==> src/rtl/div_pkg.sv <==
// Shared definitions for the shared iterative divider and its arbiter.
package div_pkg;

  typedef enum logic [1:0] {
    IDLE = 2'd0,
    ITER = 2'd1,
    FIX  = 2'd2,
    RESP = 2'd3
  } div_state_e;

  localparam int DIV_W    = 4;
  localparam int DIV_NREQ = 4;

  // Quotient reported on divide-by-zero: all ones, truncated by the caller.
  function automatic logic [63:0] dbz_quotient();
    return '1;
  endfunction

endpackage

==> src/rtl/div_share_arbiter_rr_arbiter.sv <==
// Round-robin arbiter: searches from ptr upward with wrap and grants the
// first active request. Produces a one-hot grant and its encoded index.
module rr_arbiter #(
  parameter int NREQ = 4,
  parameter int IDW  = 2
) (
  input  logic [NREQ-1:0] req,
  input  logic [IDW-1:0]  ptr,
  input  logic            en,
  output logic [NREQ-1:0] gnt,
  output logic [IDW-1:0]  gnt_idx
);

  // Priority search starting at ptr, wrapping at NREQ.
  always_comb begin
    logic           found;
    int             j;
    logic [IDW-1:0] jj;
    gnt     = '0;
    gnt_idx = '0;
    found   = 1'b0;
    j       = 0;
    jj      = '0;
    for (int k = 0; k < NREQ; k++) begin
      j = int'(ptr) + k;
      if (j >= NREQ) j = j - NREQ;
      jj = IDW'(j);
      if (en && !found && req[jj]) begin
        found   = 1'b1;
        gnt[jj] = 1'b1;
        gnt_idx = jj;
      end
    end
  end

endmodule

==> src/rtl/div_share_arbiter.sv <==
// Shares one non-restoring divide engine among NREQ requesters.
// Optional build macro: DIV_TRIVIAL_BYPASS_EN answers X<Y and Y==1 in a
// single cycle instead of running the iterative engine.
module div_share_arbiter
  import div_pkg::*;
#(
  parameter int NREQ = DIV_NREQ,
  parameter int W    = DIV_W,
  parameter int IDW  = $clog2(NREQ)
) (
  input  logic            clk,
  input  logic            rst_n,
  input  logic [NREQ-1:0]   req_valid,
  output logic [NREQ-1:0]   req_ready,
  input  logic [NREQ*W-1:0] req_x,
  input  logic [NREQ*W-1:0] req_y,
  output logic            rsp_valid,
  input  logic            rsp_ready,
  output logic [IDW-1:0]  rsp_id,
  output logic [W-1:0]    rsp_q,
  output logic [W:0]      rsp_r,
  output logic            rsp_dbz,
  output logic            busy
);

  localparam int CW = $clog2(W + 1);

  div_state_e        state;
  logic [IDW-1:0]    ptr;
  logic [CW-1:0]     cnt;
  logic signed [W:0] a;
  logic [W-1:0]      q;
  logic [W-1:0]      m;

  logic [NREQ-1:0]   gnt;
  logic [IDW-1:0]    gnt_idx;
  logic              arb_en;
  logic              take;
  logic [W-1:0]      sel_x;
  logic [W-1:0]      sel_y;
  logic [IDW-1:0]    ptr_next;

  logic signed [W:0] m_ext;
  logic signed [W:0] a_sh;
  logic signed [W:0] a_step;
  logic signed [W:0] a_fix;
  logic [W-1:0]      q_step;

  // Grants are only offered while idle and out of reset, so req_ready is
  // all-zero during reset even with requesters asserting valid.
  assign arb_en = (state == IDLE) && rst_n;

  rr_arbiter #(
    .NREQ (NREQ),
    .IDW  (IDW)
  ) u_arb (
    .req     (req_valid),
    .ptr     (ptr),
    .en      (arb_en),
    .gnt     (gnt),
    .gnt_idx (gnt_idx)
  );

  assign req_ready = gnt;
  assign take      = |gnt;
  assign ptr_next  = (gnt_idx == IDW'(NREQ - 1)) ? '0 : gnt_idx + 1'b1;
  assign rsp_valid = (state == RESP);
  assign busy      = (state != IDLE);

  // Operand mux driven by the one-hot grant.
  always_comb begin
    sel_x = '0;
    sel_y = '0;
    for (int i = 0; i < NREQ; i++) begin
      if (gnt[i]) begin
        sel_x = sel_x | req_x[i*W +: W];
        sel_y = sel_y | req_y[i*W +: W];
      end
    end
  end

  // One non-restoring step plus the final remainder correction.
  always_comb begin
    m_ext  = signed'({1'b0, m});
    a_sh   = {a[W-1:0], q[W-1]};
    a_step = a[W] ? (a_sh + m_ext) : (a_sh - m_ext);
    q_step = {q[W-2:0], ~a_step[W]};
    a_fix  = a[W] ? (a + m_ext) : a;
  end

  // Control FSM and registered response fields.
  always_ff @(posedge clk or negedge rst_n) begin
    if (!rst_n) begin
      state   <= IDLE;
      ptr     <= '0;
      cnt     <= '0;
      rsp_id  <= '0;
      rsp_q   <= '0;
      rsp_r   <= '0;
      rsp_dbz <= 1'b0;
    end else begin
      case (state)
        IDLE: begin
          if (take) begin
            rsp_id <= gnt_idx;
            ptr    <= ptr_next;
            cnt    <= CW'(W);
            if (sel_y == '0) begin
              rsp_q   <= W'(dbz_quotient());
              rsp_r   <= {1'b0, sel_x};
              rsp_dbz <= 1'b1;
              state   <= RESP;
            end
`ifdef DIV_TRIVIAL_BYPASS_EN
            else if (sel_x < sel_y) begin
              rsp_q   <= '0;
              rsp_r   <= {1'b0, sel_x};
              rsp_dbz <= 1'b0;
              state   <= RESP;
            end else if (sel_y == W'(1)) begin
              rsp_q   <= sel_x;
              rsp_r   <= '0;
              rsp_dbz <= 1'b0;
              state   <= RESP;
            end
`endif
            else begin
              rsp_dbz <= 1'b0;
              state   <= ITER;
            end
          end
        end
        ITER: begin
          cnt <= cnt - 1'b1;
          if (cnt == CW'(1)) state <= FIX;
        end
        FIX: begin
          rsp_q <= q;
          rsp_r <= a_fix;
          state <= RESP;
        end
        RESP: begin
          if (rsp_ready) state <= IDLE;
        end
        default: state <= IDLE;
      endcase
    end
  end

  // Divide datapath registers; loaded at the grant, stepped while iterating.
  always_ff @(posedge clk) begin
    if (state == IDLE && take) begin
      a <= '0;
      q <= sel_x;
      m <= sel_y;
    end else if (state == ITER) begin
      a <= a_step;
      q <= q_step;
    end
  end

endmodule
==> config.mk <==
export PLATFORM = sky130hd
export DESIGN_NAME = div_share_arbiter
export DESIGN_NICKNAME = d
export VERILOG_FILES = /design/src/rtl/div_pkg.sv /design/src/rtl/div_share_arbiter_rr_arbiter.sv /design/src/rtl/div_share_arbiter.sv
export SDC_FILE = /design/constraint.sdc
export NUM_CORES = 1
export LEC_CHECK = 0
export CORE_MARGIN = 2
export CORE_UTILIZATION = 47
export DETAILED_ROUTE_END_ITERATION = 6
export MAX_ROUTING_LAYER = met4
export PLACE_DENSITY_LB_ADDON = 0.1
export RECOVER_POWER = 50
export SLEW_MARGIN = 15
export SYNTH_ARGS = -nofsm -noshare
export SYNTH_HDL_FRONTEND = slang
export SYNTH_SLANG_ARGS = --single-unit
==> constraint.sdc <==
create_clock -name clk -period 3.3 [get_ports clk]
set_input_delay 0.66 -clock clk [delete_from_list [all_inputs] [get_ports clk]]
set_output_delay 0.66 -clock clk [all_outputs]
set_load 0.02 [all_outputs]
# --- Yosys cells after proc, flatten, opt, wreduce, memory -nomap -nowiden ---
# Index checks and enable logic that the tools add are counted.
word_totals:
  regBits: 32
  output_inout_bits: 18
  elab_cells: 138
classes:
  add_sub_neg: 12
  magnitude_cmp: 12
  n_eq_ne: 9
  muxes: 58
  bitwise_logic: 10
  n_reduce_logical: 27
ops:
  columns: ["op", "count"]
  rows:
  - ["$mux 4", 16]
  - ["$or 4x4->4", 9]
  - ["$mux 2", 13]
  - ["$mux 5", 4]
  - ["$logic_and 1x1->1", 13]
  - ["$lt 2x3->1 const B", 4]
  - ["$mux 1", 12]
  - ["$add 5x5->5", 2]
  - ["$pmux 5 s2", 1]
  - ["$ge 3x3->1 const B", 3]
  - ["$bmux 1 s2", 4]
  - ["$demux 1 s2", 4]
  - ["$ge 2x1->1 const B", 4]
  - ["$pmux 2 s4", 1]
  - ["$pmux 4 s2", 1]
  - ["$reduce_bool 2->1", 4]
  - ["$sub 2x1->2 const B", 4]
  - ["$add 2x2->3 const B", 2]
  - ["$eq 2x2->1 const B", 3]
  - ["$pmux 3 s2", 1]
  - ["$reduce_and 3->1", 2]
  - ["$sub 5x5->5", 1]
  - ["$logic_not 4->1", 1]
  - ["$ne 2x1->1 const B", 2]
  - ["13 further kinds", 17]

# --- Longest topological paths before layout ---
# Gate-level depths: netlist (run 1).
logic_depth:
  ltp_word: 29
  ltp_mapped: 16

# --- By module ---
# A second synthesis (run 1) with hierarchy kept.
hier_totals:
  cells_unflattened: 262
  area_unflattened_um2: 2618.8
modules_own_cells:
  columns: ["module", "instances", "cells_per_inst", "area_per_inst_um2", "seq_area_each_um2"]
  rows:
  - ["div_share_arbiter", 1, 199, 2087.0, 815.8]
  - ["rr_arbiter", 1, 63, 531.8, 0.0]

# --- Worst setup path before layout (run 1) ---
# OpenSTA, ideal clock, no wires.
synth_path:
  path_kind: "register to register"
  startpoint: "register ptr[0]"
  endpoint: "register rsp_r[1]"
  setup_ns: 0.087
  arrival_time_ns: 3.314
  path_slack_ns: -0.101
  stages_incl_launch_ff: 15
  path_buffers: 3
  path_cell_list: "dfrtp_1 buf_6 inv_1 ha_1 mux4_2 buf_2 nand3b_1 a21oi_2 a22o_1 a211o_1 nor4_4 nand2_2 buf_6 a211o_1 o211ai_1"
synth_via:
  elab_chain_cells: 28
synth_lines:
  columns: ["item", "line_no", "rtl"]
  rows:
  - ["from (decl)", "div_share_arbiter.sv:29", "logic [IDW-1:0] ptr;"]
  - ["from (signal assigned)", "div_share_arbiter.sv:106", "ptr <= ptr_next;"]
  - ["branches (longest 17 deep; another with $add 2x1->3)", null, null]
  - ["$mux 4 *", "div_share_arbiter_rr_arbiter.sv:28", "if (en && !found && req[jj]) begin"]
  - ["$mux 4", "div_share_arbiter.sv:75", "if (gnt[i]) begin"]
  - ["$or 4x4->4 (on tied branches)", "div_share_arbiter.sv:77, div_share_arbiter.sv:76", null]
  - ["$mux 4", "div_share_arbiter.sv:75", null]
  - ["$or 4x4->4 (on tied branches)", "div_share_arbiter.sv:77, div_share_arbiter.sv:76", null]
  - ["$mux 4", "div_share_arbiter.sv:75", null]
  - ["$or 4x4->4 (on tied branches)", "div_share_arbiter.sv:77, div_share_arbiter.sv:76", null]
  - ["$mux 4", "div_share_arbiter.sv:75", null]
  - ["$logic_not 4->1 / $mux 5 (equally long branches)", "div_share_arbiter.sv:108", "if (sel_y == '0) begin"]
  - ["$ne 2x1->1 (no line) / $mux 5 (equally long branches)", null, null]
  - ["$reduce_and 3->1 (no line) / $pmux 5 s2 (equally long branches)", null, null]
  - ["to (signal assigned)", "div_share_arbiter.sv:110", "rsp_r <= {1'b0, sel_x};"]
  - ["to (signal assigned)", "div_share_arbiter.sv:139", "rsp_r <= a_fix;"]
  - ["to (decl)", "div_share_arbiter.sv:21", "output logic [W:0] rsp_r,"]
# Mark *: on every way between the ends. The select of a mux whose other input is x is not followed.
# A chain may end at the register's enable or synchronous reset.

# --- Worst setup path after layout (run 1) ---
layout_path:
  startpoint: "register ptr[1]"
  endpoint: "register rsp_r[2]"
# Same word-level chain as after synthesis.

==> results.rst, run 1 <==
.. list-table::
   :header-rows: 1

   * - Metric
     - Value
   * - Run status
     - finished with violations
   * - Violations in the final reports
     - negative setup slack
   * - Floorplan Core Area
     - 5608 µm²
   * - Relative slew slack
     - 62.28%
   * - Via-to-Cell Ratio
     - 5.957
   * - Startpoint Class
     - register
   * - Type of the worst setup path
     - reg2reg
   * - Path type of the worst min-delay path
     - reg2reg
   * - Pre-CTS setup slack
     - -0.5115 ns
   * - Fraction of layout instances using a drive strength above 1
     - 26.03%
   * - Synthesis-stage register bit count
     - 32
   * - Reg area
     - 817.0 µm²
   * - Number of standard cells after synthesis
     - 293
   * - Mapped Area
     - 2774 µm²
   * - Most frequently used flop master after synthesis
     - dfrtp_1
   * - Count of buffers from port buffering
     - 56
   * - Antenna fix cells
     - 0
   * - Post-route DRC violation count
     - 0
   * - Fraction of the core area covered by cells at the end of the flow
     - 71.58%
   * - Crit-path max FO
     - 6
   * - Floorplan die width
     - 80.83 µm
   * - Total gr overflow
     - 0
   * - Worst IR drop on VDD
     - 0.0006903 V
   * - Num ports
     - 57
   * - Actual slew at the worst max-slew pin
     - 0.5658 ns
   * - Synthesized area per cell
     - 9.467 µm²
   * - Cell taking the most area after synthesis
     - dfrtp_1
   * - Commonest cells in the synthesized netlist
     - nand2_1, ha_1, dfrtp_1
   * - TritonCTS clock tree
     - built
   * - Count leader, synth
     - nand2_1
   * - Peak clock frequency supported by timing
     - 295.7 MHz
   * - Power density over cell area
     - 991.4 nW/µm²
   * - Worst setup slack after layout
     - -0.08230 ns
   * - Arr. time, crit path
     - 3.61 ns
   * - Leak pwr
     - 1.828 nW
   * - Worst skew pair latency
     - 0.29 ns
   * - Required arrival time at the worst endpoint
     - 3.53 ns
   * - Number of flops mapped to enable cells by yosys
     - 8
   * - Number of antenna violations at the first check in global routing
     - 0
   * - Reg clk slew, reported paths
     - 0.07 ns
   * - Final Hold Vio Count
     - 0
   * - Number of global-route vias before repair
     - 2,909
   * - Area grow syn2layout
     - 44.70%
   * - Number of buffers created by CTS
     - 5
   * - Minimum hold slack
     - 0.4894 ns
   * - Share of flip-flops with an asynchronous set or reset after synthesis
     - 59.38%
   * - Endpoint type of the worst setup path
     - register
   * - Max Clock Skew
     - 0.004590 ns
   * - Synth Net Count
     - 359
   * - Final GP Congestion
     - 0.9800
   * - Area contributors post-synth
     - dfrtp_1, ha_1, edfxtp_1
   * - Detailed-route via count
     - 2,877
   * - Portion of the post-synthesis area used by sequential elements
     - 29.41%
   * - Total routing usage reported by global routing
     - 27.30%
   * - Reported max-cap violation count
     - 0
   * - Clock period minus final worst setup slack
     - 3.382 ns
   * - Cell row count
     - 27
   * - Number of buffers on the longest clock path
     - 2
   * - Max H-tree Level
     - 2
   * - Total iterations of the first detailed-routing run
     - 5
   * - Synthesis warning total
     - 0
   * - Combined area of the multi-input logic cells
     - 1882 µm²
   * - Power, Total
     - 3.979 mW
   * - Number of fillers in the final layout
     - 452
   * - Maximum number of pins on one net before global-route repair
     - 23
   * - CTS root buffer
     - clkbuf_8
   * - Post-synth top area share
     - 17.14%
   * - Drt initial violations
     - 211
   * - HPWL after detailed placement
     - 5.935 mm
   * - Summed negative setup slack over all endpoints
     - -0.2740 ns
   * - Die footprint
     - 6533 µm²
   * - Initial Utilization
     - 49.46%
   * - Clock tree sinks
     - 32
   * - Chip height
     - 80.83 µm
   * - First-pass GRT wire length
     - 13.46 mm
   * - Number of distinct standard cells referenced by the synthesized netlist
     - 52
   * - Total routed wirelength
     - 8.207 mm
   * - Residual antenna-violating net count after detailed routing
     - 0
   * - Final count of pins violating max slew
     - 0
   * - Final cycle utilization of the critical path
     - 102.5%
   * - Final net count
     - 476
   * - WL per Instance
     - 16.99 µm
   * - Setup repair after global routing missed its margin
     - yes
   * - Setup-violating endpoint count in the final report
     - 8
cell type report:
cell class              instances  share of cell area, %
multi-input cells             230                  46.88
inverters                      18                  1.683
clock inverters                 1                 0.1870
well taps                      72                  2.244
clock buffers                   7                  2.151
flip-flops and latches         32                  20.36
repair buffers                123                  26.50
timing repair:
action,4_1_cts,5_1_grt
setup endpoints to repair,14,24
setup buffers,22,8
hold endpoints to repair,0,0
hold buffers,0,0
pin swaps,14,13
gates resized for setup,28,16
cloned,1,0
worst max-delay path, stage by stage, from the launching register on:
cell and delay (ns):
dfrtp_1 0.37, inv_2 0.06, ha_4 0.27, mux4_2 0.59, buf_6 0.16, nand3b_1 0.14, a21oi_4 0.10, buf_4 0.14
buf_4 0.13, a211o_1 0.35, nor4_4 0.35, buf_4 0.19, nand2_4 0.06, or3_1 0.32, nand3_1 0.08
worst paths after layout:
path | start | to | slack, ns | depth (start not counted)
setup reg to reg | ptr[1] | rsp_r[2] | -0.08 | 14
hold / removal | cnt[1] | cnt[1] | 0.49 | 2
max in group asynchronous | rst_n | ptr[0] | 2.14 | 2
min in group asynchronous | rst_n | cnt[0] | 0.92 | 2
hold reg to reg | cnt[1] | cnt[1] | 0.49 | 2
setup / recovery | ptr[1] | rsp_r[2] | -0.08 | 14
kinds of logic (layout without fill, tap and decap cells):
logic type / count (synthesis) / count (layout) / share of synthesized area [%]
AO/OA/AOI/OAI: 98 / 98 / 26.52
AND/OR/NAND/NOR: 79 / 80 / 15.47
flip-flops: 32 / 32 / 29.41
buffers and inverters: 32 / 149 / 5.277
adder cells (fa/ha/maj): 27 / 27 / 12.72
multiplexers: 17 / 17 / 8.074
XOR/XNOR: 8 / 8 / 2.526
per-layer routing:
| metal | vias to the layer above | part of all wire [%] | global-route usage [%] |
|---|---|---|---|
| li1 | 1368 | - | - |
| met1 | 1351 | 43 | 33.54 |
| met2 | 140 | 49 | 44.96 |
| met3 | 18 | 6.2 | 4.222 |
| met4 | 0 | 1.8 | 11.02 |
| met5 | - | 0 | - |
layout by cell type, fill, tap and decap left out, drive strengths merged, types with 2 or more instances in the layout:
cell type,Yosys,layout
buf,6,70
clkdlybuf4s50,0,38
nand2,29,30
ha,25,25
dfrtp,19,19
inv,17,17
nand3,15,15
o21ai,14,14
nor2,13,13
a21oi,12,12
mux2i,10,10
dlygate4sd3,0,10
a22oi,9,9
a222oi,9,9
a21o,9,9
clkbuf,8,9
nand3b,8,8
a22o,8,8
edfxtp,8,8
o22ai,6,6
xnor2,6,6
a221oi,6,6
a211o,5,5
o211ai,5,5
dfxtp,5,5
mux4,4,4
o22a,4,4
o31ai,3,3
mux2,3,3
a221o,3,3
a211oi,3,3
dlygate4sd2,0,3
nor2b,3,3
xor2,2,2
nor4,2,2
fa,2,2
nand2b,2,2
where the power goes:
| part | total (mW) | switching (mW) | internal (mW) |
|---|---|---|---|
| sequential | 0.813 | 0.170 | 0.642 |
| combinational | 2.85 | 1.43 | 1.42 |
| clock | 0.318 | 0.149 | 0.169 |
| total | 3.98 | 1.75 | 2.23 |
metrics by stage:
step / instance area [µm²] / instances
2_1_floorplan: 2790 / 293
3_3_place_gp: 3667 / 448
3_5_place_dp: 3667 / 448
4_1_cts: 3975 / 479
5_1_grt: 4014 / 483
6_report: 4014 / 483
registers in the layout, summed over array words and instances, names as in the netlist, 3 cells and up:
register	count
rsp_q	4
a	5
m	4
q	4
cnt	3
rsp_r	5
(Power assumes the default switching activity.)
==> run 2, diff against run 1 <==
Settings changed: ABC_CLOCK_PERIOD_IN_PS set to 3300, CORE_MARGIN 2 to unset.
==> run 2 against run 1 <==
The run ends with design-rule violations, negative setup slack left. First-iteration DRC count shrank 0.95%. Clock skew barely moved. Sequential share of layout area is 0.42 points lower. Hold slack got worse by 0.0033 ns. Power grew 2.0%. Register-to-register slack gained 0.02 ns. Worst setup slack improved by 0.017 ns. Clock power down 11%. Maximum frequency rose by 0.51%. Clock-buffer cell count unchanged. Critical path type unchanged. Critical endpoint is now m[2].
==> results.rst, run 2 (synthesis results as in run 1) <==
.. list-table::
   :header-rows: 1

   * - Metric
     - Value
   * - Final net count
     - 482
   * - Total routing usage reported by global routing
     - 29.49%
   * - Final count of pins violating max slew
     - 0
   * - Chip height
     - 78.83 µm
   * - Setup-violating endpoint count in the final report
     - 6
   * - Cell row count
     - 27
   * - Internal power consumption
     - 2.261 mW
   * - Power density over cell area
     - 990.3 nW/µm²
   * - Relative slew slack
     - 59.04%
   * - Worst setup slack after layout
     - -0.06512 ns
   * - Antenna fix cells
     - 0
   * - Max H-tree Level
     - 2
   * - Clock tree sinks
     - 32
   * - Required arrival time at the worst endpoint
     - 3.45 ns
   * - Sw frac
     - 44.27%
   * - Type of the worst setup path
     - reg2reg
   * - Number of antenna violations at the first check in global routing
     - 0
   * - Total gr overflow
     - 0
   * - First-pass GRT wire length
     - 13.90 mm
   * - Violations in the final reports
     - design-rule violations, negative setup slack
   * - TritonCTS clock tree
     - built
   * - Biggest registers after layout
     - a (5), rsp_r (5)
   * - Count of buffers from port buffering
     - 56
   * - Floorplan Core Area
     - 5608 µm²
   * - Final GP Congestion
     - 0.9776
   * - Leak pwr
     - 1.863 nW
   * - Summed negative setup slack over all endpoints
     - -0.1403 ns
   * - Commonest non-fill, non-tap cell in the layout
     - buf_4
   * - Worst IR drop on VDD
     - 0.0005389 V
   * - Crit-path max FO
     - 5
   * - Startpoint Class
     - register
   * - Number of buffers on the longest clock path
     - 2
   * - Path type of the worst min-delay path
     - reg2reg
   * - Part of the total power dissipated in combinational logic
     - 73.0%
   * - Post-route cell area
     - 4098 µm²
   * - Commonest cells after routing, fill and taps aside
     - buf_4, clkdlybuf4s50_1, nand2_1
   * - Detailed-route via count
     - 2,914
   * - CTS root buffer
     - clkbuf_8
   * - Initial Utilization
     - 49.46%
   * - Total iterations of the first detailed-routing run
     - 7
   * - Residual antenna-violating net count after detailed routing
     - 0
   * - Via-to-Cell Ratio
     - 5.959
   * - Final Hold Vio Count
     - 0
   * - Reg clk slew, reported paths
     - 0.06 ns
   * - Total routed wirelength
     - 8.403 mm
   * - Run status
     - finished with violations
   * - Floorplan die width
     - 78.83 µm
   * - Number of global-route vias before repair
     - 2,861
   * - Arr. time, crit path
     - 3.52 ns
   * - Number of buffers created by CTS
     - 5
   * - Seq pwr share
     - 20.0%
   * - Endpoint type of the worst setup path
     - register
   * - Num ports
     - 57
   * - Power, Total
     - 4.058 mW
   * - Final cycle utilization of the critical path
     - 102.0%
   * - Count of hold-fix buffers inserted at cts
     - 0
   * - Reported max-cap violation count
     - 0
   * - Setup repair after global routing missed its margin
     - yes
   * - Clock period minus final worst setup slack
     - 3.365 ns
   * - Fraction of layout instances using a drive strength above 1
     - 27.82%
   * - Peak clock frequency supported by timing
     - 297.2 MHz
   * - WL per Instance
     - 17.18 µm
   * - Drt initial violations
     - 209
   * - Die footprint
     - 6213 µm²
   * - Post-route DRC violation count
     - 2
   * - Max Clock Skew
     - 0.004678 ns
   * - Area grow syn2layout
     - 47.72%
   * - Worst skew pair latency
     - 0.28 ns
   * - Placed inst area
     - 3720 µm²
   * - Maximum number of pins on one net before global-route repair
     - 23
   * - Fraction of the core area covered by cells at the end of the flow
     - 73.07%
   * - Switching Power
     - 1.796 mW
   * - Share of power burned in the clock network
     - 7.0%
   * - Actual slew at the worst max-slew pin
     - 0.6144 ns
   * - HPWL after detailed placement
     - 6.015 mm
run 2: changes by cell type in the layout (fill, tap and decap cells not counted), sizes merged:
| cell | delta |
|---|---|
| clkdlybuf4s15 | +2 |
| dlygate4sd2 | -1 |
| clkinv | +1 |
| buf | +5 |
| clkinvlp | -1 |
| clkdlybuf4s50 | +1 |
| dlygate4sd3 | -1 |
run 2: final timing paths:
path,startpoint,endpoint,slack [ns],cells past startpoint
worst max-delay path,ptr[1],m[2],-0.07,18
worst min-delay path,rsp_id[0],rsp_id[0],0.49,2
worst max register to register,ptr[1],m[2],-0.07,18
worst min register to register,rsp_id[0],rsp_id[0],0.49,2
max in group asynchronous,rst_n,ptr[0],2.18,2
min in group asynchronous,rst_n,cnt[2],0.92,2
run 2: final cells by class:
class                   count  area, µm²
multi-input cells         230       1913
clock inverters             1      3.754
fillers                   460       1510
repair buffers            129       1130
well taps                  72      90.09
inverters                  18      67.56
flip-flops and latches     32      817.0
clock buffers               7      76.32
run 2: power groups by stage:
stage	sequential, mW	combinational [mW]	clock, mW
finish	0.812	2.96	0.284
detailed placement	0.811	2.62	0
global placement	0.804	2.57	0
floorplan	0.851	1.68	0
global route	0.833	3.22	0.309
CTS	0.809	2.81	0.290
run 2: metal layers:
metal  GRT usage, %  share of wire (%)  up-vias
met4          13.45                2.3        0
met5              -                  0        -
met2          48.70                 50      119
met3          3.103                4.6       17
li1               -                  -     1374
met1          36.45                 43     1404
run 2: timing repair:
| item | CTS | global route |
|---|---|---|
| gates resized for setup | 26 | 28 |
| cloned | 1 | 0 |
| setup buffers | 20 | 7 |
| endpoints found under the setup margin | 22 | 25 |
| pin swaps | 16 | 16 |
| hold endpoints to repair | 0 | 0 |
run 2: critical path: stages, from the launching register on:
cell,delay [ns]
dfrtp_1,0.37
inv_2,0.06
ha_4,0.27
mux4_2,0.57
buf_6,0.15
nor3b_4,0.28
buf_4,0.18
buf_6,0.09
a222oi_1,0.10
buf_4,0.17
buf_4,0.12
buf_4,0.12
buf_4,0.12
buf_4,0.12
buf_4,0.12
buf_4,0.12
buf_6,0.10
buf_4,0.12
nand3_2,0.04
run 2: through the flow:
| step | instances | hold WS, ns | setup WS [ns] |
|---|---|---|---|
| floorplan | 293 | 0.3644 | 0.002514 |
| global placement | 455 | 0.4594 | -0.4475 |
| detailed placement | 455 | 0.4654 | -0.5275 |
| CTS | 483 | 0.4859 | -0.05461 |
| global route | 489 | 0.5266 | -0.1906 |
| finish | 489 | 0.4861 | -0.06512 |
==> run 3, diff against run 2 <==
Settings changed: SYNTH_HIERARCHICAL set to 1.
==> run 3 against run 2 <==
The run now ends clean. Power down 24%. Routed wire length is 27% lower. Register-to-register slack better by 0.095 ns. Critical path depth shrank 6. Die area down 5.5%. Non-clock buffer count shrank 31. Core utilization down 3.0 points. Hold slack lost 0.0073 ns. Flip-flop and latch count is the same. Worst setup slack gained 0.078 ns. Area after synthesis decreased by 5.6%. Largest cell class unchanged. Largest power group unchanged.
==> results.rst, run 3 <==
.. list-table::
   :header-rows: 1

   * - Metric
     - Value
   * - Placed inst area
     - 3508 µm²
   * - Fraction of layout instances using a drive strength above 1
     - 24.09%
   * - Synthesis warning total
     - 6
   * - Area grow syn2layout
     - 40.09%
   * - CTS root buffer
     - clkbuf_8
   * - Total gr overflow
     - 0
   * - Antenna fix cells
     - 0
   * - Total routing usage reported by global routing
     - 22.84%
   * - Residual antenna-violating net count after detailed routing
     - 0
   * - Max Clock Skew
     - 0.004984 ns
   * - Worst setup path startpoint
     - rst_n
   * - Portion of the post-synthesis area used by sequential elements
     - 31.15%
   * - Setup repair after global routing missed its margin
     - yes
   * - Maximum number of pins on one net before global-route repair
     - 20
   * - Biggest registers after layout
     - a (5), rsp_r (5)
   * - Worst skew pair latency
     - 0.29 ns
   * - Leak pwr
     - 1.674 nW
   * - Synthesized-area fraction occupied by xor and xnor cells
     - 2.198%
   * - Required arrival time at the worst endpoint
     - 3.47 ns
   * - Most frequently used flop master after synthesis
     - dfrtp_1
   * - Multiplexer fraction of the synthesized cell area
     - 12.37%
   * - Number of buffers created by CTS
     - 5
   * - Max H-tree Level
     - 2
   * - Startpoint of the worst-slack reg-to-reg timing path
     - ptr[0]
   * - Commonest cells after routing, fill and taps aside
     - buf_4, clkdlybuf4s50_1, nand2_1
   * - Combinational family with the most area after synthesis
     - compound AO/OA/AOI/OAI gates
   * - Number of buffers on the longest clock path
     - 2
   * - TritonCTS clock tree
     - built
   * - GR Layer Usage met1
     - 29.78%
   * - Compound-cell area share of the yosys netlist
     - 20.21%
   * - Worst hold path cell count
     - 2
   * - Count of hold-fix buffers inserted at cts
     - 0
   * - Relative slew slack
     - 35.63%
   * - Final cycle utilization of the critical path
     - 99.62%
   * - Floorplan die width
     - 76.65 µm
   * - Worst IR drop on VDD
     - 0.0003990 V
   * - Post-route cell area
     - 3669 µm²
   * - Actual slew at the worst max-slew pin
     - 0.9655 ns
   * - Cell row count
     - 26
   * - Detailed-route via count
     - 2,298
   * - Number of fillers in the final layout
     - 436
   * - Share of flip-flops with an asynchronous set or reset after synthesis
     - 59.38%
   * - Finished Layout Cells
     - 427
   * - Worst hold path startpoint
     - rsp_id[1]
   * - Number of flops mapped to enable cells by yosys
     - 8
   * - Post-route DRC violation count
     - 0
   * - First-pass GRT wire length
     - 10.25 mm
   * - Capture point of the worst reg-to-reg path
     - rsp_q[3]
   * - Crit-path max FO
     - 9
   * - Number of standard cells after synthesis
     - 262
   * - Floorplan Core Area
     - 5238 µm²
   * - Met3 Use GR
     - 3.713%
   * - Reported max-cap violation count
     - 0
   * - Cell taking the most area after synthesis
     - dfrtp_1
   * - Final Hold Vio Count
     - 0
   * - Synth Net Count
     - 328
   * - Type of the worst setup path
     - in2reg
   * - Via-to-Cell Ratio
     - 5.382
   * - HPWL after detailed placement
     - 4.848 mm
   * - Met2 usage in global routing
     - 35.68%
   * - Number of distinct standard cells referenced by the synthesized netlist
     - 56
   * - Adder-cell share of the synthesized area
     - 13.47%
   * - Clock period minus final worst setup slack
     - 3.288 ns
   * - Mapped Area
     - 2619 µm²
   * - Peak clock frequency supported by timing
     - 304.2 MHz
   * - Count of buffers from port buffering
     - 56
   * - Number of antenna violations at the first check in global routing
     - 0
   * - Post-synth top area share
     - 18.16%
   * - Power, Total
     - 3.065 mW
   * - Worst R2R Path Depth
     - 13
   * - Final net count
     - 422
   * - Count leader, synth
     - nand2_1
   * - Total placed cells including tap cells
     - 413
   * - Arr. time, crit path
     - 3.46 ns
   * - Destination of the worst hold path
     - rsp_id[1]
   * - Number of global-route vias before repair
     - 2,224
   * - Chip height
     - 76.65 µm
   * - Startpoint Class
     - input port
   * - Fraction of the core area covered by cells at the end of the flow
     - 70.04%
   * - Reg clk slew, reported paths
     - 0.07 ns
   * - Initial Utilization
     - 50.00%
   * - Setup-violating endpoint count in the final report
     - 0
   * - Commonest cells in the synthesized netlist
     - nand2_1, ha_1, dfrtp_1
   * - Path type of the worst min-delay path
     - reg2reg
   * - Power density over cell area
     - 835.4 nW/µm²
   * - Area contributors post-synth
     - dfrtp_1, ha_1, edfxtp_1
   * - Total routed wirelength
     - 6.168 mm
   * - Final count of pins violating max slew
     - 0
   * - Total iterations of the first detailed-routing run
     - 4
   * - Synthesis-stage register bit count
     - 32
   * - Die footprint
     - 5874 µm²
   * - Final GP Congestion
     - 0.9397
   * - Synthesized area per cell
     - 9.995 µm²
   * - WL per Instance
     - 14.44 µm
   * - Area share of and/or/nand/nor cells after synthesis
     - 14.72%
   * - Minimum hold slack
     - 0.4788 ns
   * - Commonest non-fill, non-tap cell in the layout
     - buf_4
   * - R2r setup slk
     - 0.03 ns
   * - Num ports
     - 57
   * - Run status
     - completed
   * - Busiest layer in global routing
     - met2
   * - Clock tree sinks
     - 32
   * - Drt initial violations
     - 99
   * - Endpoint type of the worst setup path
     - register
run 3: power breakdown:
part / switching [mW] / internal (mW) / leakage, nW
clock: 0.141 / 0.220 / 0.0532
sequential: 0.141 / 0.588 / 0.346
combinational: 0.948 / 1.03 / 1.28
run 3: worst max path at each step:
stage | slack, ns | end | cells past startpoint
finish | 0.01 | rsp_q[3] | 12
global route | -0.11 | rsp_q[3] | 13
CTS | 0.01 | rsp_q[3] | 12
detailed placement | -0.51 | rsp_r[4] | 10
global placement | -0.46 | rsp_r[4] | 10
floorplan | -0.22 | rsp_q[0] | 15
run 3: logic make-up after synthesis:
group	count (synthesis)
XOR/XNOR	5
adder cells (fa/ha/maj)	27
AO/OA/AOI/OAI	71
buffers and inverters	28
flip-flops	32
multiplexers	25
AND/OR/NAND/NOR	74
run 3: repair_timing:
item | 4_1_cts | 5_1_grt
cloned | 1 | 0
gates resized for setup | 15 | 2
pin swaps | 7 | 3
setup endpoints to repair | 13 | 12
setup buffers | 4 | 1
run 3: area by class of cell:
class / count / area, µm² / share of cell area (%)
sequential: 32 / 817.0 / 22.27
inverter: 16 / 75.07 / 2.046
clock buffer: 5 / 68.82 / 1.876
clock inverter: 3 / 37.54 / 1.023
timing repair buffer: 98 / 875.8 / 23.87
tap: 70 / 87.58 / 2.387
multi-input combinational: 203 / 1707 / 46.52
run 3: worst max-delay path, stage by stage:
cell and delay, ns:
clkdlybuf4s50_1 0.42, and2_4 0.19, o211ai_1 0.09, o22ai_1 0.12, and3b_2 0.25, a221o_2 0.46, a22oi_2 0.21, nand2_2 0.09
nor4_4 0.39, a22oi_4 0.10, buf_12 0.17, mux2_4 0.29
run 3: per-stage QoR:
stage / setup TNS [ns] / setup WS [ns]
floorplan: -1.811 / -0.2150
global placement: -8.795 / -0.4629
detailed placement: -10.08 / -0.5110
CTS: 0 / 0.01438
global route: -0.8567 / -0.1135
finish: 0 / 0.01243
run 3: routing by layer:
layer	vias up	wire length, µm
met4	0	97
met1	1076	3001
met2	58	2869
met3	10	199
li1	1154	-
met5	-	0
